==> src/rtl/ysyx_23060221_ifu.sv <==
// rtl/ysyx_23060221_ifu.sv - instruction fetch unit: AXI-lite-style read master feeding decode
// Optional IFU_PERF_EN adds fetch-count and fetch-cycle performance counters.
module ysyx_23060221_ifu #(
   parameter logic [31:0] RESET_PC = 32'h8000_0000
) (
   input  logic        clk,
   input  logic        rst,
   output logic [31:0] araddr,
   output logic        arvalid,
   input  logic        arready,
   input  logic [31:0] rdata,
   input  logic [1:0]  rresp,
   input  logic        rvalid,
   output logic        rready,
   output logic [31:0] inst,
   output logic [31:0] pc,
   output logic        IFU_valid,
   input  logic        IDU_ready,
   input  logic        npc_valid,
   input  logic [31:0] npc,
   output logic        fetch_err,
   output logic [31:0] perf_fetch_cnt,
   output logic [31:0] perf_fetch_cyc
);

   typedef enum logic [2:0] {IDLE, REQ, RESP, OUT, WPC} state_t;

   state_t state, state_next;

   always_ff @(posedge clk) begin
      if (rst) state <= IDLE;
      else     state <= state_next;
   end

   // Handshake outputs depend on state alone, so they are mutually exclusive by construction.
   always_comb begin
      state_next = state;
      arvalid    = 1'b0;
      rready     = 1'b0;
      IFU_valid  = 1'b0;
      case (state)
         IDLE: state_next = REQ;
         REQ: begin
            arvalid = 1'b1;
            if (arready) state_next = RESP;
         end
         RESP: begin
            rready = 1'b1;
            if (rvalid) state_next = OUT;
         end
         OUT: begin
            IFU_valid = 1'b1;
            if (IDU_ready) state_next = WPC;
         end
         WPC: begin
            if (npc_valid) state_next = REQ;
         end
         default: state_next = IDLE;
      endcase
   end

   always_ff @(posedge clk) begin
      if (rst) begin
         pc        <= RESET_PC;
         inst      <= 32'd0;
         fetch_err <= 1'b0;
      end else begin
         if (state == RESP && rvalid) begin
            inst <= rdata;
            if (rresp != 2'b00) fetch_err <= 1'b1;
         end
         // A misaligned next PC is flagged but still fetched as given.
         if (state == WPC && npc_valid) begin
            pc <= npc;
            if (npc[1:0] != 2'b00) fetch_err <= 1'b1;
         end
      end
   end

   assign araddr = pc;

`ifdef IFU_PERF_EN
   logic [31:0] fetch_cnt_q;
   logic [31:0] fetch_cyc_q;

   always_ff @(posedge clk) begin
      if (rst) begin
         fetch_cnt_q <= 32'd0;
         fetch_cyc_q <= 32'd0;
      end else begin
         if (rvalid && rready) fetch_cnt_q <= fetch_cnt_q + 32'd1;
         if (state == REQ || state == RESP) fetch_cyc_q <= fetch_cyc_q + 32'd1;
      end
   end

   assign perf_fetch_cnt = fetch_cnt_q;
   assign perf_fetch_cyc = fetch_cyc_q;
`else
   assign perf_fetch_cnt = 32'd0;
   assign perf_fetch_cyc = 32'd0;
`endif

endmodule

==> config.mk <==
export PLATFORM = sky130hd
export DESIGN_NAME = ysyx_23060221_ifu
export DESIGN_NICKNAME = d
export VERILOG_FILES = /design/src/rtl/ysyx_23060221_ifu.sv
export SDC_FILE = /design/constraint.sdc
export NUM_CORES = 1
export LEC_CHECK = 0
export CORE_ASPECT_RATIO = 2
export CORE_UTILIZATION = 30
export DETAILED_ROUTE_END_ITERATION = 10
export PLACE_DENSITY_LB_ADDON = 0.12
export SLEW_MARGIN = 15
export SYNTH_ARGS = -nofsm -noshare
export SYNTH_HDL_FRONTEND = slang
export SYNTH_SLANG_ARGS = --single-unit
==> constraint.sdc <==
create_clock -name clk -period 1.57 [get_ports clk]
set_clock_uncertainty 0.05 [all_clocks]
set_input_delay 0.2355 -clock clk [delete_from_list [all_inputs] [get_ports clk]]
set_output_delay 0.2355 -clock clk [all_outputs]
set_load 0.005 [all_outputs]
After elaboration in Yosys (flattened, before gate mapping)
Cells that the tools add are included.
{"block": "totals", "reg_bits": 68, "input_bits": 72, "word_cells": 30}
{"block": "op_classes", "eq_ne": 8, "muxes": 12, "n_reduce_logical": 6}
{"cell": "3-bit one-hot mux with 5 select lines", "count": 1}
{"cell": "3-bit 2-to-1 mux", "count": 4}
{"cell": "2-bit != test, second input constant", "count": 4}
{"cell": "1-bit 2-to-1 mux", "count": 7}
{"cell": "3-bit by 2-bit == test with 1-bit output, second input constant", "count": 2}
{"cell": "4-bit AND reduction", "count": 1}
{"cell": "2-bit nonzero test", "count": 2}
{"cell": "3-bit by 1-bit == test with 1-bit output, second input constant", "count": 1}
{"cell": "3-bit == test, second input constant", "count": 1}
{"cell": "3-bit zero test", "count": 1}
{"cell": "1-bit logical AND", "count": 2}

Longest topological paths before layout
Gate-level depths: netlist of run 1.
{"block": "logic_depth", "ltp_word": 5, "ltp_mapped": 6, "ltp_nobuf": 3}

Worst setup path before layout of run 1
OpenSTA, ideal clock, no wires.
{"block": "synth_path", "kind": "register -> register", "startpoint": "register state[1]", "endpoint": "register state[0]", "t_arrival_ns": 1.142, "required_time_ns": 1.453, "setup_slack_ns": 0.311, "stages_incl_launch_ff": 5, "path_buffers": 1, "synth_period_minus_slack_ns": 1.259, "path_cell_list": "dfxtp_1 > buf_6 > mux2_4 > a211o_1 > a21oi_2"}
{"block": "synth_between", "elab_chain_len": 3, "elab_cells_between_ends": 11, "cone_classes": "eq/ne (8); mux (1); reduce/logical (2)"}
{"element": "start: declaration", "line_no": "28", "text": "state_t state, state_next;"}
{"element": "start signal: assignment", "line_no": "32", "text": "else state <= state_next;"}
{"element": "3-bit == test, or another cell as far along", "line_no": "41", "text": "case (state)"}
{"element": "2-bit != test (no source line)"}
{"element": "4-bit AND reduction (no source line)"}
Several ways; a longest one is shown, not always the timed one.
A chain may end at the register's enable or synchronous reset.

Worst setup path after layout of run 1
{"block": "layout_path", "startpoint": "register pc[27], in the netlist araddr[27]", "endpoint": "output port pc[27]"}
{"element": "start: declaration", "line_no": "16", "text": "output logic [31:0] pc,"}
{"element": "start signal: assignment", "line_no": "74", "text": "pc <= npc;"}
No word-level cell between the ends.

==> results of run 1 <==
## cell usage after synthesis, types with 2 or more instances
master / instances / area [sq um]
o21ai_0: 2 / 10.0
nor3b_1: 3 / 22.5
and3b_2: 2 / 20.0
buf_6: 4 / 45.0
a21oi_1: 65 / 325
buf_2: 9 / 45.0
buf_4: 102 / 766
nand2_1: 130 / 488
dfxtp_1: 68 / 1360
and4bb_2: 2 / 25.0
nand4bb_1: 2 / 22.5
clkbuf_1: 7 / 26.3
## report_power, final
group | switching [mW] | total [mW] | internal, mW | leakage, nW
logic | 0.158 | 0.411 | 0.252 | 1.12
clock network | 0.746 | 2.18 | 1.43 | 0.159
registers | 0.0180 | 1.77 | 1.75 | 0.550
## logic make-up after synthesis
family / share of synthesized area
simple gates: 0.186
buf+inv: 0.276
compound gates: 0.111
flops: 0.421
mux: 0.00465
other cells: 0.00116
## routing by layer
metal,vias up,GRT usage
met4,0,0.0583
li1,1401,-
met1,1276,0.150
met5,-,0
met3,7,0.0419
met2,141,0.279
## sequential cells by signal, summed over array words and instances (netlist names)
signal	count
state	3
araddr	32
inst	32
fetch_err	1
## worst min-delay path, stage by stage
cell,delay [ns]
buf_2,0.10
buf_12,0.29
a21oi_2,0.04
## through the flow
stage                     instance area [sq um]  setup slack, ns   util  hold slack [ns]  total power [mW]
after floorplan                            3470            0.311      -            0.309              2.07
after global placement                     4610           0.0161  0.440            0.392              2.22
after detailed placement                   4610          -0.0282  0.440            0.396              2.22
after CTS                                  4940           0.0121  0.472            0.344              4.43
after global routing                       4940          0.00381  0.472            0.358              4.54
final                                      4940           0.0357  0.472            0.344              4.36
## area by class of cell
class	count	area, sq um	share of cell area
clock buffer	10	239	0.0483
inverter	1	3.75	0.000759
clock inverter	6	86.3	0.0175
timing repair buffer	183	1860	0.375
tap	137	171	0.0347
multi-input combinational	277	1220	0.247
sequential	68	1370	0.277
## how the worst min path moves through the flow
stage,startpoint,cells past startpoint,end,slack [ns]
after floorplan,npc[31],2,araddr[31],0.31
after global placement,inst[11],2,inst[11],0.39
after detailed placement,inst[19],2,inst[19],0.40
after CTS,rst,3,state[0],0.34
after global routing,rst,3,araddr[3],0.36
final,rst,3,state[0],0.34
## repair_timing
item,4_1_cts,5_1_grt
setup endpoints to repair,3,0
resized for setup,8,0
setup buffers,0,0
==> results.md, run 1 <==
- Mapped Avg Cell Area: between 7 and 8 sq um
- CP Capture Type: output port
- Final Hold Viols: 0
- Initial core utilization: 0.308
- Status: completed
- Core area: between 0.01 and 0.015 sq mm
- Ports: 236
- First-pass GRT wire length: between 10,000 and 15,000 microns
- DR WL/cell: between 10 and 15 microns
- CTS tree: done
- Fin cells: between 600 and 700
- Wire length on met3: 662 microns
- Largest net degree at the start of global routing: roughly 70
- Final setup violation count: 0
- Critical Path Start: araddr[27]
- Placed insts: 666
- Routed WL: ~8400 microns
- Setup TNS: 0 ns
- Skew-Pair Late Insertion Delay: 0.33 ns
- Proportion of layout cells with a drive suffix above 1: 0.0716
- GP Congestion: between 0.7 and 0.8
- TritonCTS buffer count: 9
- I/O Buffers: 171
- CP Launch Type: flop
- Crit path time final: between 1.5 and 2 ns
- CP top delay family: buffers and inverters
- Die Height: around 150 microns
- Vias in the first global route: 2,539
- R2R cell count: 5
- CP endpoint: pc[27]
- WL met1: roughly 2800 microns
- Die area: around 0.011 sq mm
- Vias per cell: about 4.1
- Asr flop ratio synth: 0
- Filler cells: roughly 1,100
- Leading cell types in the layout, fill and taps excluded: 167 x clkdlybuf4s50_1, 130 x nand2_1, 65 x a21oi_1, 65 x dfxtp_1, 64 x conb_1
- Critical path's slowest cell: clkdlybuf4s50_1
- Critical path peak fanout: 3
- NumNets Final: ~610
- Worst VDD drop: between 0.0006 and 0.0007 V
- Detailed Place HPWL: about 6200 microns
- Reg2reg end: inst[1]
- Clk sinks: between 60 and 70
- Max-Cap Viols: 0
- Max Fclk: 0.652 GHz
- Critical path depth: 1
- Area Overhead vs Synth: 53.0%
- Yosys warns: 0
- Worst-path cell chain: clkdlybuf4s50_1
- Antenna fix cells: 0
- Commonest non-fill, non-tap cell in the layout: clkdlybuf4s50_1
- R2r startpoint: state[0]
- Max Used Layer: met4
- Die W: approximately 75 microns
- Synth cell types: 22
- Clock Root Buffer: clkbuf_16
- Cell Area, Synth: 0.00323 sq mm
- H-tree depth: 3
- Clk slew on worst S/H paths: 0.05 ns
- Req. time, crit path: 1.28 ns
- Initial antenna violation count: 0
- Hold crit path type: in2reg
- Fin crit share: 0.977
- CTS max path bufs: 2
- Kind of critical path: reg2out
- Predominant post-synthesis flop cell: dfxtp_1
- Max stage delay on crit path: 0.54 ns
- Sequential fraction of the synthesis area: 0.421
- All-layer global routing usage: 0.150
- Wire length on met2: 4790 microns
- Sum of buffers and inverters on the critical path: 1
- Vias: ~2,800
- Row cnt: between 50 and 60
- Post-route ant nets: 0
- Power density over the cells: ~880 mW/mm^2
- CTS Hold Buffers Added: 0
- Post-Syn Instances: between 400 and 500
- RSZ-0062 raised after global routing: no
- 1st-iter DRT viols: between 80 and 90
- Gr ovfl total: 0
- Synthesized flop and latch total: 68
- TritonRoute pass-1 iters: 4
- Reg2reg setup slack: 0.21 ns
- Number of flops mapped to enable cells by yosys: 0
- DR DRC count: 0
- Final max-slew violation count: 0
- Leakage: approximately 1.8 nW
- CP arrival: ~1.3 ns
No activity file was read; power rests on OpenSTA's default activity.
==> run 2, diff against run 1 <==
Clock period 1.57 ns to 1.65 ns, I/O delays scaled along.
==> results.md, run 2 (synthesized netlist as in run 1, its figures left out) <==
- Vias per cell: 4.15
- Initial core utilization: 0.308
- Kind of critical path: reg2out
- Max Fclk: ~0.65 GHz
- Crit path time final: roughly 1.5 ns
- Ports: around 240
- Die Height: about 150 microns
- CTS Hold Buffers Added: 0
- Global routing met3 resource utilization: 0.0378
- Post-route ant nets: 0
- CP Launch Type: flop
- Area Overhead vs Synth: 52.5%
- Clk sinks: between 60 and 70
- Req. time, crit path: ~1.4 ns
- All-layer global routing usage: 0.151
- H-tree depth: 3
- TritonCTS buffer count: 9
- Vias: 2,825
- Leading cell types in the layout, fill and taps excluded: 167 x clkdlybuf4s50_1, 130 x nand2_1, 66 x dfxtp_1
- Worst VDD drop: 0.000508 V
- Sum of buffers and inverters on the critical path: 1
- CTS resizes: 9
- CTS tree: done
- Pre-CTS setup slack: about 0.018 ns
- Max-Cap Viols: 0
- Antenna fix cells: 0
- Largest net degree at the start of global routing: about 70
- Final setup violation count: 0
- Critical path depth: 1
- Die area: around 0.011 sq mm
- Most Used Layer, Global Route: met2
- CP arrival: 1.24 ns
- Setup ws final: between 0.1 and 0.15 ns
- Hold path cells: 3
- Row cnt: 53
- Skew-Pair Late Insertion Delay: ~0.33 ns
- 1st-iter DRT viols: 90
- RSZ-0062 raised after global routing: no
- Leakage: ~1.8 nW
- CTS max path bufs: 2
- Status: completed
- Routed WL: 8530 microns
- NumNets Final: 610
- Vias in the first global route: between 2,000 and 3,000
- Met1 Use GR: 0.148
- GP Congestion: 0.751
- Gr ovfl total: 0
- Filler cells: approximately 1,100
- Routing usage on met2: 0.286
- Fin crit share: 0.931
- CP top delay family: buffers and inverters
- DR WL/cell: 12.5 microns
- R2R cell count: 4
- Worst-path cell chain: clkdlybuf4s50_1
- Detailed Place HPWL: 6280 microns
- Post-CTS repair timing setup buffer count: 0
- Hold crit path type: in2reg
- Final max-slew violation count: 0
- Die W: roughly 75 microns
- Max stage delay on crit path: ~0.53 ns
- CP Capture Type: output port
- Final Hold Viols: 0
- TritonRoute pass-1 iters: 4
- I/O Buffers: between 150 and 200
- Initial antenna violation count: 0
- Core area: about 0.010 sq mm
- DR DRC count: 0
- Setup TNS: 0 ns
- Clock Root Buffer: clkbuf_16
- Clk slew on worst S/H paths: about 0.06 ns
- Critical path's slowest cell: clkdlybuf4s50_1
- Power density over the cells: between 800 and 900 mW/mm^2
- Proportion of layout cells with a drive suffix above 1: 0.0663
- First-pass GRT wire length: 12,500 microns
- Critical path peak fanout: 3
- Commonest non-fill, non-tap cell in the layout: clkdlybuf4s50_1
## run 2: cell count changes in the layout (fill, tap and decap cells not counted)
cell	change
nor3b_2	+1
clkbuf_8	-1
clkinv_4	+1
dfxtp_1	+1
dfxtp_2	-2
clkinvlp_4	-1
clkbuf_1	+1
dfxtp_4	+1
buf_4	-2
nor3b_1	-1
## run 2: metal layers
layer	wire [microns]	vias to the layer above
li1	-	1394
met1	2960	1285
met2	4850	139
met3	559	7
met4	149	0
met5	0	-
## run 2: final cells by class
type	count	area, sq um	area share
clock inverters	6	87.6	0.0178
well taps	137	171	0.0348
flip-flops and latches	68	1370	0.278
inverters	1	3.75	0.000762
repair buffers	181	1840	0.374
clock buffers	10	229	0.0465
multi-input cells	277	1220	0.249
## run 2: power breakdown
| group | internal, mW | switching [mW] | total [mW] |
|---|---|---|---|
| clock network | 1.33 | 0.720 | 2.05 |
| logic | 0.240 | 0.149 | 0.390 |
| registers | 1.67 | 0.0178 | 1.68 |
| total | 3.23 | 0.887 | 4.12 |
## run 2: metrics by stage
stage          hold slack [ns]  instances   util  power (mW)  area [sq um]
3_5_place_dp             0.396        664  0.439        2.12          4600
6_report                 0.350        680  0.470        4.12          4930
3_3_place_gp             0.392        664  0.439        2.11          4600
4_1_cts                  0.345        680  0.470        4.19          4930
5_1_grt                  0.364        680  0.470        4.30          4930
2_1_floorplan            0.321        469      -        1.97          3470
## run 2: path summary, 6_finish.rpt
path	end	slack, ns	startpoint
min	state[0]	0.35	rst
min reg2reg	inst[14]	0.40	inst[14]
max reg2reg	state[0]	0.27	state[1]
max	araddr[28]	0.11	araddr[28]
